**src/rtl/spawn_requester_if.sv**
```systemverilog
// Spawn offer channel between a spawn requester and the object manager.
// The master drives the offer; the slave returns ready.
interface spawn_requester_if #(
  parameter int SIZE_BITS = 10
);
  logic                 spawn_valid;
  logic                 spawn_ready;
  logic [SIZE_BITS-1:0] spawn_x;
  logic                 spawn_dir;

  modport master (
    output spawn_valid,
    output spawn_x,
    output spawn_dir,
    input  spawn_ready
  );

  modport slave (
    input  spawn_valid,
    input  spawn_x,
    input  spawn_dir,
    output spawn_ready
  );
endinterface

```
**src/rtl/spawn_requester.sv**
```systemverilog
// Turns game spawn triggers into range-checked random spawn positions: pulses the
// generator's rise strobe, samples its word, retries or clamps, then offers it.
module spawn_requester #(
  parameter int SIZE_BITS   = 10,
  parameter int X_MIN       = 32,
  parameter int X_MAX       = 447,
  parameter int MAX_RETRY   = 3,
  parameter int MAX_PENDING = 7
) (
  input  logic                 clk,
  input  logic                 reset,
  input  logic                 trigger,
  input  logic [SIZE_BITS-1:0] rnd_in,
  output logic                 rise,
  spawn_requester_if.master    spawn,
  output logic [3:0]           pending,
  output logic                 clamped
);

  localparam logic [SIZE_BITS-1:0] X_LO      = SIZE_BITS'(X_MIN);
  localparam logic [SIZE_BITS-1:0] X_HI      = SIZE_BITS'(X_MAX);
  localparam logic [3:0]           RETRY_LIM = 4'(MAX_RETRY);
  localparam logic [3:0]           PEND_SAT  = 4'(MAX_PENDING);

  typedef enum logic [2:0] {
    IDLE,
    REQ,
    WAIT,
    CHECK,
    OFFER
  } state_t;

  state_t               r_state;
  logic [SIZE_BITS-1:0] r_sample;
  logic [SIZE_BITS-1:0] r_x;
  logic                 r_dir;
  logic                 r_valid;
  logic                 r_rise;
  logic                 r_clamped;
  logic [3:0]           r_pending;
  logic [3:0]           r_retry;

  logic                 w_xfer;
  logic                 w_below;
  logic                 w_above;
  logic [3:0]           w_pending_next;

  assign w_xfer  = r_valid && spawn.spawn_ready;
  assign w_below = r_sample < X_LO;
  assign w_above = r_sample > X_HI;

  // A trigger and a transfer in the same cycle cancel; saturation drops extra triggers.
  always_comb begin
    // NOTE: default first so every path assigns the signal and no latch is inferred.
    w_pending_next = r_pending;
    if (trigger && !w_xfer && (r_pending != PEND_SAT)) begin
      w_pending_next = r_pending + 4'd1;
    end else if (!trigger && w_xfer && (r_pending != 4'd0)) begin
      w_pending_next = r_pending - 4'd1;
    end
  end

  // NOTE: sequential state uses non-blocking assignments so all registers update together.
  always_ff @(posedge clk or posedge reset) begin
    if (reset) begin
      r_state   <= IDLE;
      r_sample  <= '0;
      r_x       <= '0;
      r_dir     <= 1'b0;
      r_valid   <= 1'b0;
      r_rise    <= 1'b0;
      r_clamped <= 1'b0;
      r_pending <= 4'd0;
      r_retry   <= 4'd0;
    end else begin
      r_pending <= w_pending_next;
      r_clamped <= 1'b0;
      case (r_state)
        IDLE: begin
          if (r_pending != 4'd0) begin
            r_state <= REQ;
            r_rise  <= 1'b1;
          end
        end
        REQ: begin
          r_state <= WAIT;
          r_rise  <= 1'b0;
        end
        WAIT: begin
          // The generator's output has settled one edge after the rise pulse.
          r_sample <= rnd_in;
          r_state  <= CHECK;
        end
        CHECK: begin
          if (!w_below && !w_above) begin
            r_x     <= r_sample;
            r_dir   <= r_sample[0];
            r_valid <= 1'b1;
            r_state <= OFFER;
          end else if (r_retry < RETRY_LIM) begin
            r_retry <= r_retry + 4'd1;
            r_rise  <= 1'b1;
            r_state <= REQ;
          end else begin
            r_x       <= w_below ? X_LO : X_HI;
            r_dir     <= r_sample[0];
            r_clamped <= 1'b1;
            r_valid   <= 1'b1;
            r_state   <= OFFER;
          end
        end
        OFFER: begin
          if (w_xfer) begin
            r_valid <= 1'b0;
            r_retry <= 4'd0;
            if (w_pending_next != 4'd0) begin
              r_rise  <= 1'b1;
              r_state <= REQ;
            end else begin
              r_state <= IDLE;
            end
          end
        end
        default: begin
          r_state <= IDLE;
          r_rise  <= 1'b0;
          r_valid <= 1'b0;
        end
      endcase
    end
  end

  assign rise              = r_rise;
  assign spawn.spawn_valid = r_valid;
  assign spawn.spawn_x     = r_x;
  assign spawn.spawn_dir   = r_dir;
  assign pending           = r_pending;
  assign clamped           = r_clamped;

endmodule

```
**src/flat_wrapper.sv**
```systemverilog
// flat-port wrapper written by rule: the top's interface ports become plain ports
module spawn_requester_flat 
#(
  parameter int SIZE_BITS   = 10,
  parameter int X_MIN       = 32,
  parameter int X_MAX       = 447,
  parameter int MAX_RETRY   = 3,
  parameter int MAX_PENDING = 7
)
  (clk, reset, trigger, rnd_in, rise, pending, clamped, spawn_spawn_valid, spawn_spawn_x, spawn_spawn_dir, spawn_spawn_ready);
  spawn_requester_if #(.SIZE_BITS(SIZE_BITS)) spawn_i ();
  input  logic clk;
  input  logic reset;
  input  logic trigger;
  input  logic [SIZE_BITS-1:0] rnd_in;
  output logic rise;
  output logic [3:0] pending;
  output logic clamped;
  output wire logic [$bits(spawn_i.spawn_valid)-1:0] spawn_spawn_valid;
  output wire logic [$bits(spawn_i.spawn_x)-1:0] spawn_spawn_x;
  output wire logic [$bits(spawn_i.spawn_dir)-1:0] spawn_spawn_dir;
  input wire logic [$bits(spawn_i.spawn_ready)-1:0] spawn_spawn_ready;
  assign spawn_spawn_valid = spawn_i.spawn_valid;
  assign spawn_spawn_x = spawn_i.spawn_x;
  assign spawn_spawn_dir = spawn_i.spawn_dir;
  assign spawn_i.spawn_ready = spawn_spawn_ready;
  spawn_requester #(.SIZE_BITS(SIZE_BITS), .X_MIN(X_MIN), .X_MAX(X_MAX), .MAX_RETRY(MAX_RETRY), .MAX_PENDING(MAX_PENDING)) u_core (.clk(clk), .reset(reset), .trigger(trigger), .rnd_in(rnd_in), .rise(rise), .spawn(spawn_i), .pending(pending), .clamped(clamped));
endmodule
```
**config.mk**
```make
export PLATFORM = sky130hd
export DESIGN_NAME = spawn_requester_flat
export DESIGN_NICKNAME = d
export VERILOG_FILES = /design/src/rtl/spawn_requester_if.sv /design/src/rtl/spawn_requester.sv /design/src/flat_wrapper.sv
export SDC_FILE = /design/constraint.sdc
export NUM_CORES = 1
export LEC_CHECK = 0
export CORE_MARGIN = 3
export CORE_UTILIZATION = 45
export DETAILED_ROUTE_END_ITERATION = 6
export GPL_TIMING_DRIVEN = 0
export MAX_ROUTING_LAYER = met4
export PLACE_DENSITY = 0.72
export SYNTH_ARGS = -nofsm -noshare
export SYNTH_HDL_FRONTEND = slang
export SYNTH_SLANG_ARGS = --single-unit
```
**constraint.sdc**
```tcl
create_clock -name clk -period 2.95 [get_ports clk]
set_clock_uncertainty 0.15 [all_clocks]
set_input_delay 0.4425 -clock clk [delete_from_list [all_inputs] [get_ports clk]]
set_output_delay 0.4425 -clock clk [all_outputs]
set_load 0.005 [all_outputs]
```
==> results of run 1 <==
-- routing by layer --
metal  share of wire  vias up  wire length [microns]  GRT usage
met2            0.45       39                   1470      0.245
met5               0        -                      0          -
met4           0.017        0                     57     0.0761
li1                -      616                      -          -
met3           0.052        8                    172     0.0425
met1            0.48      623                   1590      0.231
-- worst min path at each step --
stage | start | endpoint | slack [ps] | cells past startpoint
final | u_core.r_retry[0] | u_core.r_retry[0] | 350 | 1
after floorplan | u_core.r_retry[2] | u_core.r_retry[2] | 300 | 1
after global placement | u_core.spawn.spawn_x[2] | u_core.spawn.spawn_x[2] | 320 | 2
after detailed placement | u_core.spawn.spawn_x[9] | u_core.spawn.spawn_x[9] | 320 | 1
after CTS | u_core.r_retry[0] | u_core.r_retry[0] | 350 | 1
after global routing | u_core.spawn.spawn_x[0] | u_core.spawn.spawn_x[0] | 380 | 2
-- logic make-up (layout without fill, tap and decap cells) --
kind of cell	after synthesis	count (layout)	synth area share
fa+ha+maj	3	3	0.0229
flops	35	35	0.534
simple gates	50	50	0.165
mux	13	13	0.0877
compound gates	35	35	0.149
buf+inv	12	51	0.0313
xor+xnor	2	2	0.0107
-- where the power goes --
| group | switching [mW] | internal (mW) | leakage, nW |
|---|---|---|---|
| registers | 0.170 | 0.700 | 0.425 |
| clock network | 0.160 | 0.200 | 0.0482 |
| logic | 0.530 | 0.577 | 0.422 |
-- final cells by class --
class | count | area, sq um | area share
clock inverters | 2 | 35.0 | 0.0167
repair buffers | 31 | 310 | 0.148
plain buffers | 7 | 32.5 | 0.0155
clock buffers | 6 | 51.3 | 0.0245
flip-flops and latches | 35 | 876 | 0.418
multi-input cells | 103 | 713 | 0.341
inverters | 5 | 18.8 | 0.00896
well taps | 46 | 57.6 | 0.0275
-- metrics by stage --
| step | instances | worst slack, ps | util | hold WS (ps) |
|---|---|---|---|---|
| floorplan | 150 | 850 | - | 305 |
| global placement | 227 | 449 | 0.588 | 315 |
| detailed placement | 227 | 404 | 0.588 | 324 |
| CTS | 235 | 610 | 0.613 | 350 |
| global route | 235 | 501 | 0.613 | 377 |
| finish | 235 | 617 | 0.613 | 346 |
-- critical path: stages (launching register included) --
cell      delay [ps]
dfrtp_1          440
inv_1            110
ha_1             210
or3b_4           420
a221oi_2         270
a31oi_2           80
nor4_2           400
o32ai_1          140
-- synthesized netlist by cell type, drive strengths merged (2+ instances only) --
cell	count
dfrtp	35
nand2	19
mux2	11
o21ai	11
a21oi	6
nor2	6
inv	5
and2	4
clkbuf	4
a31oi	3
buf	3
ha	3
nor3	3
nor4	3
a21boi	2
a32o	2
and3b	2
mux2i	2
nand2b	2
nand3b	2
nor2b	2
o31ai	2
or3	2
xnor2	2
-- flip-flops by register name (all words and copies together), names as in the netlist --
signal	count
u_core.r_retry	4
u_core.r_sample	10
u_core.spawn.spawn_x	10
u_core.clamped	1
u_core.pending	4
u_core.spawn.spawn_dir	1
u_core.r_state	3
u_core.spawn.spawn_valid	1
u_core.rise	1
-- cell usage in the layout (no fill, tap or decap), types with 2 or more instances in the layout --
cell	count
or3_1	2
a32o_1	2
a31oi_1	2
xnor2_1	2
clkbuf_4	5
clkdlybuf4s50_1	31
nand2b_1	2
o31ai_1	2
nor2b_1	2
ha_1	3
nand2_1	19
nor4_1	2
a21oi_1	6
clkbuf_1	4
nor3_1	3
nor2_1	6
mux2_2	10
nand3b_1	2
buf_2	2
and2_1	4
dfrtp_1	35
mux2i_1	2
o21ai_0	7
o21ai_1	3
inv_1	4
==> out/metrics.cfg, run 1 <==
[setup_path]
path_max_fanout = 5
reg2regPathDepth = 7
cp-end-kind = register
critical_path_class = reg2reg
endpoint = u_core.r_state[0]
r2r-start = u_core.pending[0]
worst_setup_path_start_kind = register
cp.required_ps = 3010
r2r_end = u_core.r_state[0]
ff2ff_setup_slack_ps = 620
crit_arrival_ps = 2400
worstSetupStartpoint = u_core.pending[0]

[timing]
relSlewSlack = 0.521
finalSetupViolations = 0
worstMarginPinSlew_ps = 717
fin_crit_ps = 2330
finalSetupTns_ps = 0
finalMaxSlewViolations = 0
rsz0062_at_grt = no
period_share = 0.791
fmax_ghz = 0.429
finalHoldViolCount = 0

[cts]
cts_root_buffer = clkbuf_4
hold_buffers = 0
clk_pin_slew_ps = 110
clockBufferDepth = 2
cts_tree = done
cts_setup_buffers = 0
cts_resized = 0
cts_num_sinks = 35
insertion_delay_ps = 340
ctsHtreeMaxLevel = 2
cts_made_buffers = 5

[synth]
avgSynthCellArea_sq_um = 10.9
ys_ff_latch = 35
yosys.area.top_type_share = 0.534
synth_ff_type = dfrtp_1
async_flop_share = 1.00
yosysUniqueCellTypes = 46
synth_edf_count = 0
syn_area_sq_mm = 0.00164
seq_area_frac_synth = 0.534
yosys-top-cells-area = dfrtp_1 (53%), mux2_2 (6.9%), nand2_1 (4.3%), ha_1 (2.3%), o21ai_0 (2.1%)
yosys_warnings = 0
synth_top_area_cell = dfrtp_1
syn_nets = 167
netlist_instances = 150

[die]
core_sq_mm = 0.00342
rows = 21
start_util = 0.480
dieArea_sq_mm = 0.00441
die_w_microns = 66.4
fp.dieH_microns = 66.4
ioPinCount = 32

[drt]
postRouteAntennaNets = 0
drc = 0
route.vias.total = 1286
drt_pass1_iterations = 4
wirelength_mm = 3.29
viasPerCell = 5.47
drt_first_iter_violations = 84
wl_per_cell_microns = 14.0

[status]
status = complete, no violations

[place]
dpl-instance-area_sq_mm = 0.00201
place.gp.congestion = 0.807
portBuffers = 31
hpwl_mm = 2.42

[layout]
fillers = 303
synthToLayoutAreaGrowth_pct = 27.7
diodes = 0
drive_gt1_frac = 0.153
final_area_sq_mm = 0.00209
nNetsFinal = 205

[worst_hold_path]
worstHoldPathType = reg2reg

[global_routing]
grt_pass1_wl_mm = 5.47
grt_max_degree = 36
grt_pass1_vias = 1184
antenna_found_initial = 0
overflow = 0
grt_use_total = 0.172

[pwr]
powerDensity_mw_per_mm2 = 1120
leakagePower_nw = 0.896
p_total_mw = 2.34
irDropWorstVdd_v = 0.000563

[run]
maxCapViolations = 0

Power figures use the tool's default switching activity.
==> run 2, diff against run 1 <==
- PLACE_DENSITY: 0.72 -> 0.75
- clock period: 2.95 -> 1.9 ns (I/O delays scaled with it)
==> run 2 against run 1 <==
The flow now finishes with violations (setup timing). Fmax is 13% higher. Clock power up 6.1%. Wire length increased by 8.8%. Global-route usage grew 1.5 points. Clock-buffer cell count rose by 1. Sequential share of layout area fell by 2.3 points. Cell count up 3.0%. Critical path depth grew 1. Total power is 61% higher. Hold slack lost 300 ps. Die area stayed put. Flip-flop and latch count stayed put. Critical path type unchanged. Largest power group unchanged. Highest routed layer unchanged.
==> out/metrics.cfg, run 2 (synthesized netlist as in run 1, its figures left out) <==
[status]
status = complete, but fails checks
failed_checks = setup timing

[cts]
cts_tree = done
clk_pin_slew_ps = 110
cts_root_buffer = clkbuf_4
ctsHtreeMaxLevel = 2
cts_num_sinks = 35
cts_made_buffers = 5
clockBufferDepth = 2
insertion_delay_ps = 330

[setup_path]
cp_num_buf_inv = 1
cp-end-kind = register
cp.required_ps = 1970
cp_cell_sequence = inv_2 > ha_4 > or3b_4 > nand2_2 > nand2_2 > xnor2_2 > nor4_4 > o32ai_1
critical_path_class = reg2reg
worst_setup_path_start_kind = register
slowest_delay_ps = 420
crit_arrival_ps = 2130
path_common_cell = nand2_2
cp_top_family = simple AND/OR/NAND/NOR gates
path_max_fanout = 4
ff2ff_setup_slack_ps = -160
r2r-start = u_core.pending[0]
crit_slowest_cell = dfrtp_1
r2r_end = u_core.r_state[0]
reg2regPathDepth = 8

[timing]
fmax_ghz = 0.485
finalMaxSlewViolations = 0
finalHoldViolCount = 0
worstMarginPinSlew_ps = 466
period_share = 1.09
finalSetupTns_ps = -323
relSlewSlack = 0.687
worst_slack_ps = -163
fin_crit_ps = 2060
rsz0062_at_grt = yes
finalSetupViolations = 2

[global_routing]
overflow = 0
grt_pass1_vias = 1296
grt_max_degree = 36
grt_use_total = 0.187
grt_pass1_wl_mm = 6.07
antenna_found_initial = 0

[layout]
final_cell_mix = dfrtp_1 (34), clkdlybuf4s50_1 (30), nand2_1 (17), mux2_2 (10), buf_4 (8)
diodes = 0
final_area_sq_mm = 0.00222
nNetsFinal = 212
drive_gt1_frac = 0.245
synthToLayoutAreaGrowth_pct = 35.2
layout_commonest_cell = dfrtp_1

[pwr]
powerDensity_mw_per_mm2 = 1700
p_comb_frac = 0.532
pwr-share-clk = 0.102
p_total_mw = 3.77
power.switching_mw = 1.46
leakagePower_nw = 0.942
seq_power_share = 0.366
p_int_mw = 2.30
swShare = 0.388
irDropWorstVdd_v = 0.000945

[place]
place.gp.congestion = 0.803
portBuffers = 31
hpwl_mm = 2.54
dpl-instance-area_sq_mm = 0.00203

[drt]
drt_first_iter_violations = 39
postRouteAntennaNets = 0
drt_pass1_iterations = 4
route.vias.total = 1305
wl_per_cell_microns = 14.8
viasPerCell = 5.39
wirelength_mm = 3.58
drc = 0

[die]
die_w_microns = 66.4
rows = 21
dieArea_sq_mm = 0.00441
core_sq_mm = 0.00342
start_util = 0.480
fp.dieH_microns = 66.4
ioPinCount = 32

[run]
maxCapViolations = 0

[worst_hold_path]
worstHoldPathType = in2async

[run 2: how the worst max path moves through the flow]
stage | start | endpoint | slack [ps] | cells past startpoint
after floorplan | u_core.pending[0] | u_core.rise | -90 | 8
after global placement | spawn_spawn_ready | u_core.rise | -340 | 7
after detailed placement | trigger | u_core.r_state[0] | -380 | 7
after CTS | u_core.pending[0] | u_core.r_state[0] | -150 | 8
after global routing | u_core.pending[0] | u_core.rise | -280 | 8
final | u_core.pending[0] | u_core.r_state[0] | -160 | 8
[run 2: layout make-up]
| class | count | area (sq um) |
|---|---|---|
| well taps | 46 | 57.6 |
| clock buffers | 7 | 45.0 |
| fillers | 277 | 1200 |
| plain buffers | 6 | 37.5 |
| multi-input cells | 103 | 787 |
| clock inverters | 1 | 5.00 |
| inverters | 5 | 18.8 |
| repair buffers | 39 | 389 |
| flip-flops and latches | 35 | 877 |
[run 2: stage by stage]
stage | util | worst slack [ps] | hold slack (ps) | instances
2_1_floorplan | - | -93.8 | 287 | 150
3_5_place_dp | 0.596 | -384 | 327 | 227
3_3_place_gp | 0.596 | -343 | 316 | 227
6_report | 0.649 | -163 | 50.1 | 242
5_1_grt | 0.649 | -278 | 61.7 | 242
4_1_cts | 0.631 | -150 | 352 | 241
[run 2: repair_timing]
item	4_1_cts	5_1_grt
buffers inserted	7	0
gates resized for setup	5	12
setup endpoints to repair	14	24
pin swaps	5	2
hold buffers	0	0
[run 2: layer usage]
| layer | share of wire | vias up | global-route usage |
|---|---|---|---|
| li1 | - | 628 | - |
| met1 | 0.48 | 654 | 0.242 |
| met2 | 0.49 | 18 | 0.296 |
| met3 | 0.029 | 5 | 0.0408 |
| met4 | 0.0064 | 0 | 0.0533 |
| met5 | 0 | - | - |
[run 2: power by group through the flow]
stage	Combinational (mW)	Sequential, mW	Clock [mW]
after detailed placement	1.79	1.38	0
after global routing	2.23	1.42	0.434
final	2.01	1.38	0.383
after floorplan	1.17	1.33	0
after global placement	1.73	1.35	0
after CTS	1.96	1.35	0.389
==> run 3, diff against run 2 <==
- CORE_UTILIZATION: 45 -> 46
- CTS_CLUSTER_DIAMETER: default -> 200
- PLACE_DENSITY: 0.75 -> 0.76
==> run 3 against run 2 <==
The run still ends with setup timing left. Global-route usage up 1.2 points. Die area down 2.0%. Combinational power up 8%. Sequential power about the same. Critical path type unchanged. Largest power group unchanged.
==> out/metrics.cfg, run 3 (synthesized netlist as in run 1, its figures left out) <==
[pwr]
irDropWorstVdd_v = 0.000798
powerDensity_mw_per_mm2 = 1800
p_total_mw = 4.13
leakagePower_nw = 0.982

[cts]
cts_root_buffer = clkbuf_4
ctsHtreeMaxLevel = 2
cts_made_buffers = 5
cts_num_sinks = 35
cts_tree = done
insertion_delay_ps = 360
clockBufferDepth = 2
clk_pin_slew_ps = 110

[setup_path]
path_common_cell = nand2_4
cp_num_buf_inv = 2
crit_arrival_ps = 2270
cp.required_ps = 1980
worst_setup_path_start_kind = register
cp-end-kind = register
cp_top_family = simple AND/OR/NAND/NOR gates
worstSetupStartpoint = u_core.pending[1]
crit_slowest_cell = dfrtp_2
r2r-start = u_core.pending[1]
path_max_fanout = 3
critical_path_class = reg2reg
cp_cell_sequence = inv_2 > ha_4 > or3b_4 > buf_6 > nand2_4 > nand2_4 > xnor2_4 > nor4_4 > o32ai_2
slowest_delay_ps = 420
ff2ff_setup_slack_ps = -290

[status]
failed_checks = setup timing
status = complete, but fails checks

[layout]
layout_commonest_cell = dfrtp_1
synthToLayoutAreaGrowth_pct = 39.6
diodes = 0
final_cell_mix = dfrtp_1 (34), clkdlybuf4s50_1 (30), nand2_1 (16), buf_4 (13), mux2_2 (10)
fin_util = 0.676
drive_gt1_frac = 0.280
nNetsFinal = 216

[drt]
drc = 0
wl_per_cell_microns = 15.3
drt_pass1_iterations = 4
drt_first_iter_violations = 123
wirelength_mm = 3.77
viasPerCell = 5.39
route.vias.total = 1326
postRouteAntennaNets = 0

[die]
ioPinCount = 32
start_util = 0.484
die_w_microns = 65.7
fp.dieH_microns = 65.7
rows = 21
dieArea_sq_mm = 0.00432
core_sq_mm = 0.00339

[timing]
rsz0062_at_grt = yes
finalHoldViolCount = 0
finalMaxSlewViolations = 0
worst_slack_ps = -293
relSlewSlack = 0.514
fin_crit_ps = 2190
worstMarginPinSlew_ps = 728
fmax_ghz = 0.456
finalSetupViolations = 3
period_share = 1.15

[global_routing]
overflow = 0
antenna_found_initial = 0
grt_pass1_wl_mm = 6.24
grt_max_degree = 36
grt_use_total = 0.199
grt_pass1_vias = 1330

[worst_hold_path]
worstHoldPathType = in2async

[place]
place.gp.congestion = 0.809
hpwl_mm = 2.62
pre_cts_ws_ps = -450
portBuffers = 31

[run]
maxCapViolations = 0

-- run 3: power by group --
| part | internal [mW] | switching [mW] | leakage, nW |
|---|---|---|---|
| registers | 1.09 | 0.287 | 0.424 |
| clock network | 0.311 | 0.263 | 0.0482 |
| logic | 1.18 | 1.00 | 0.509 |
-- run 3: cell type report --
type | count | area [sq um]
tap | 46 | 57.6
buffer | 5 | 32.5
clock inverter | 2 | 35.0
fill | 236 | 1100
clock buffer | 6 | 51.3
sequential | 35 | 877
timing repair buffer | 44 | 410
multi-input combinational | 103 | 807
inverter | 5 | 18.8
-- run 3: worst paths after layout --
| path | to | cells past startpoint |
|---|---|---|
| hold reg to reg | u_core.spawn.spawn_x[2] | 2 |
| min in group clk | u_core.spawn.spawn_x[2] | 2 |
| hold / removal | u_core.spawn.spawn_x[0] | 2 |
| max in group asynchronous | u_core.pending[1] | 2 |
| setup reg to reg | u_core.r_state[0] | 9 |
| setup / recovery | u_core.r_state[0] | 9 |
-- run 3: per-stage QoR --
| step | setup TNS (ps) | hold slack, ps | instance area (sq um) | std cells |
|---|---|---|---|---|
| 6_report | -566 | 207 | 2290 | 246 |
| 3_5_place_dp | -6330 | 326 | 2030 | 227 |
| 5_1_grt | -899 | 285 | 2290 | 246 |
| 4_1_cts | -526 | 352 | 2200 | 241 |
| 2_1_floorplan | -187 | 287 | 1670 | 150 |
| 3_3_place_gp | -3780 | 310 | 2030 | 227 |
-- run 3: routing by layer --
layer | vias to the layer above | GRT usage | wire length, microns
li1 | 641 | - | -
met1 | 648 | 0.244 | 1640
met2 | 26 | 0.315 | 1890
met3 | 11 | 0.0410 | 144
met4 | 0 | 0.0933 | 95
met5 | - | - | 0
-- run 3: what timing repair did --
action / in CTS / in global routing
endpoints found under the setup margin: 14 / 15
setup buffers: 8 / 5
pin swaps: 6 / 6
resized for setup: 7 / 11
hold buffers: 0 / 0
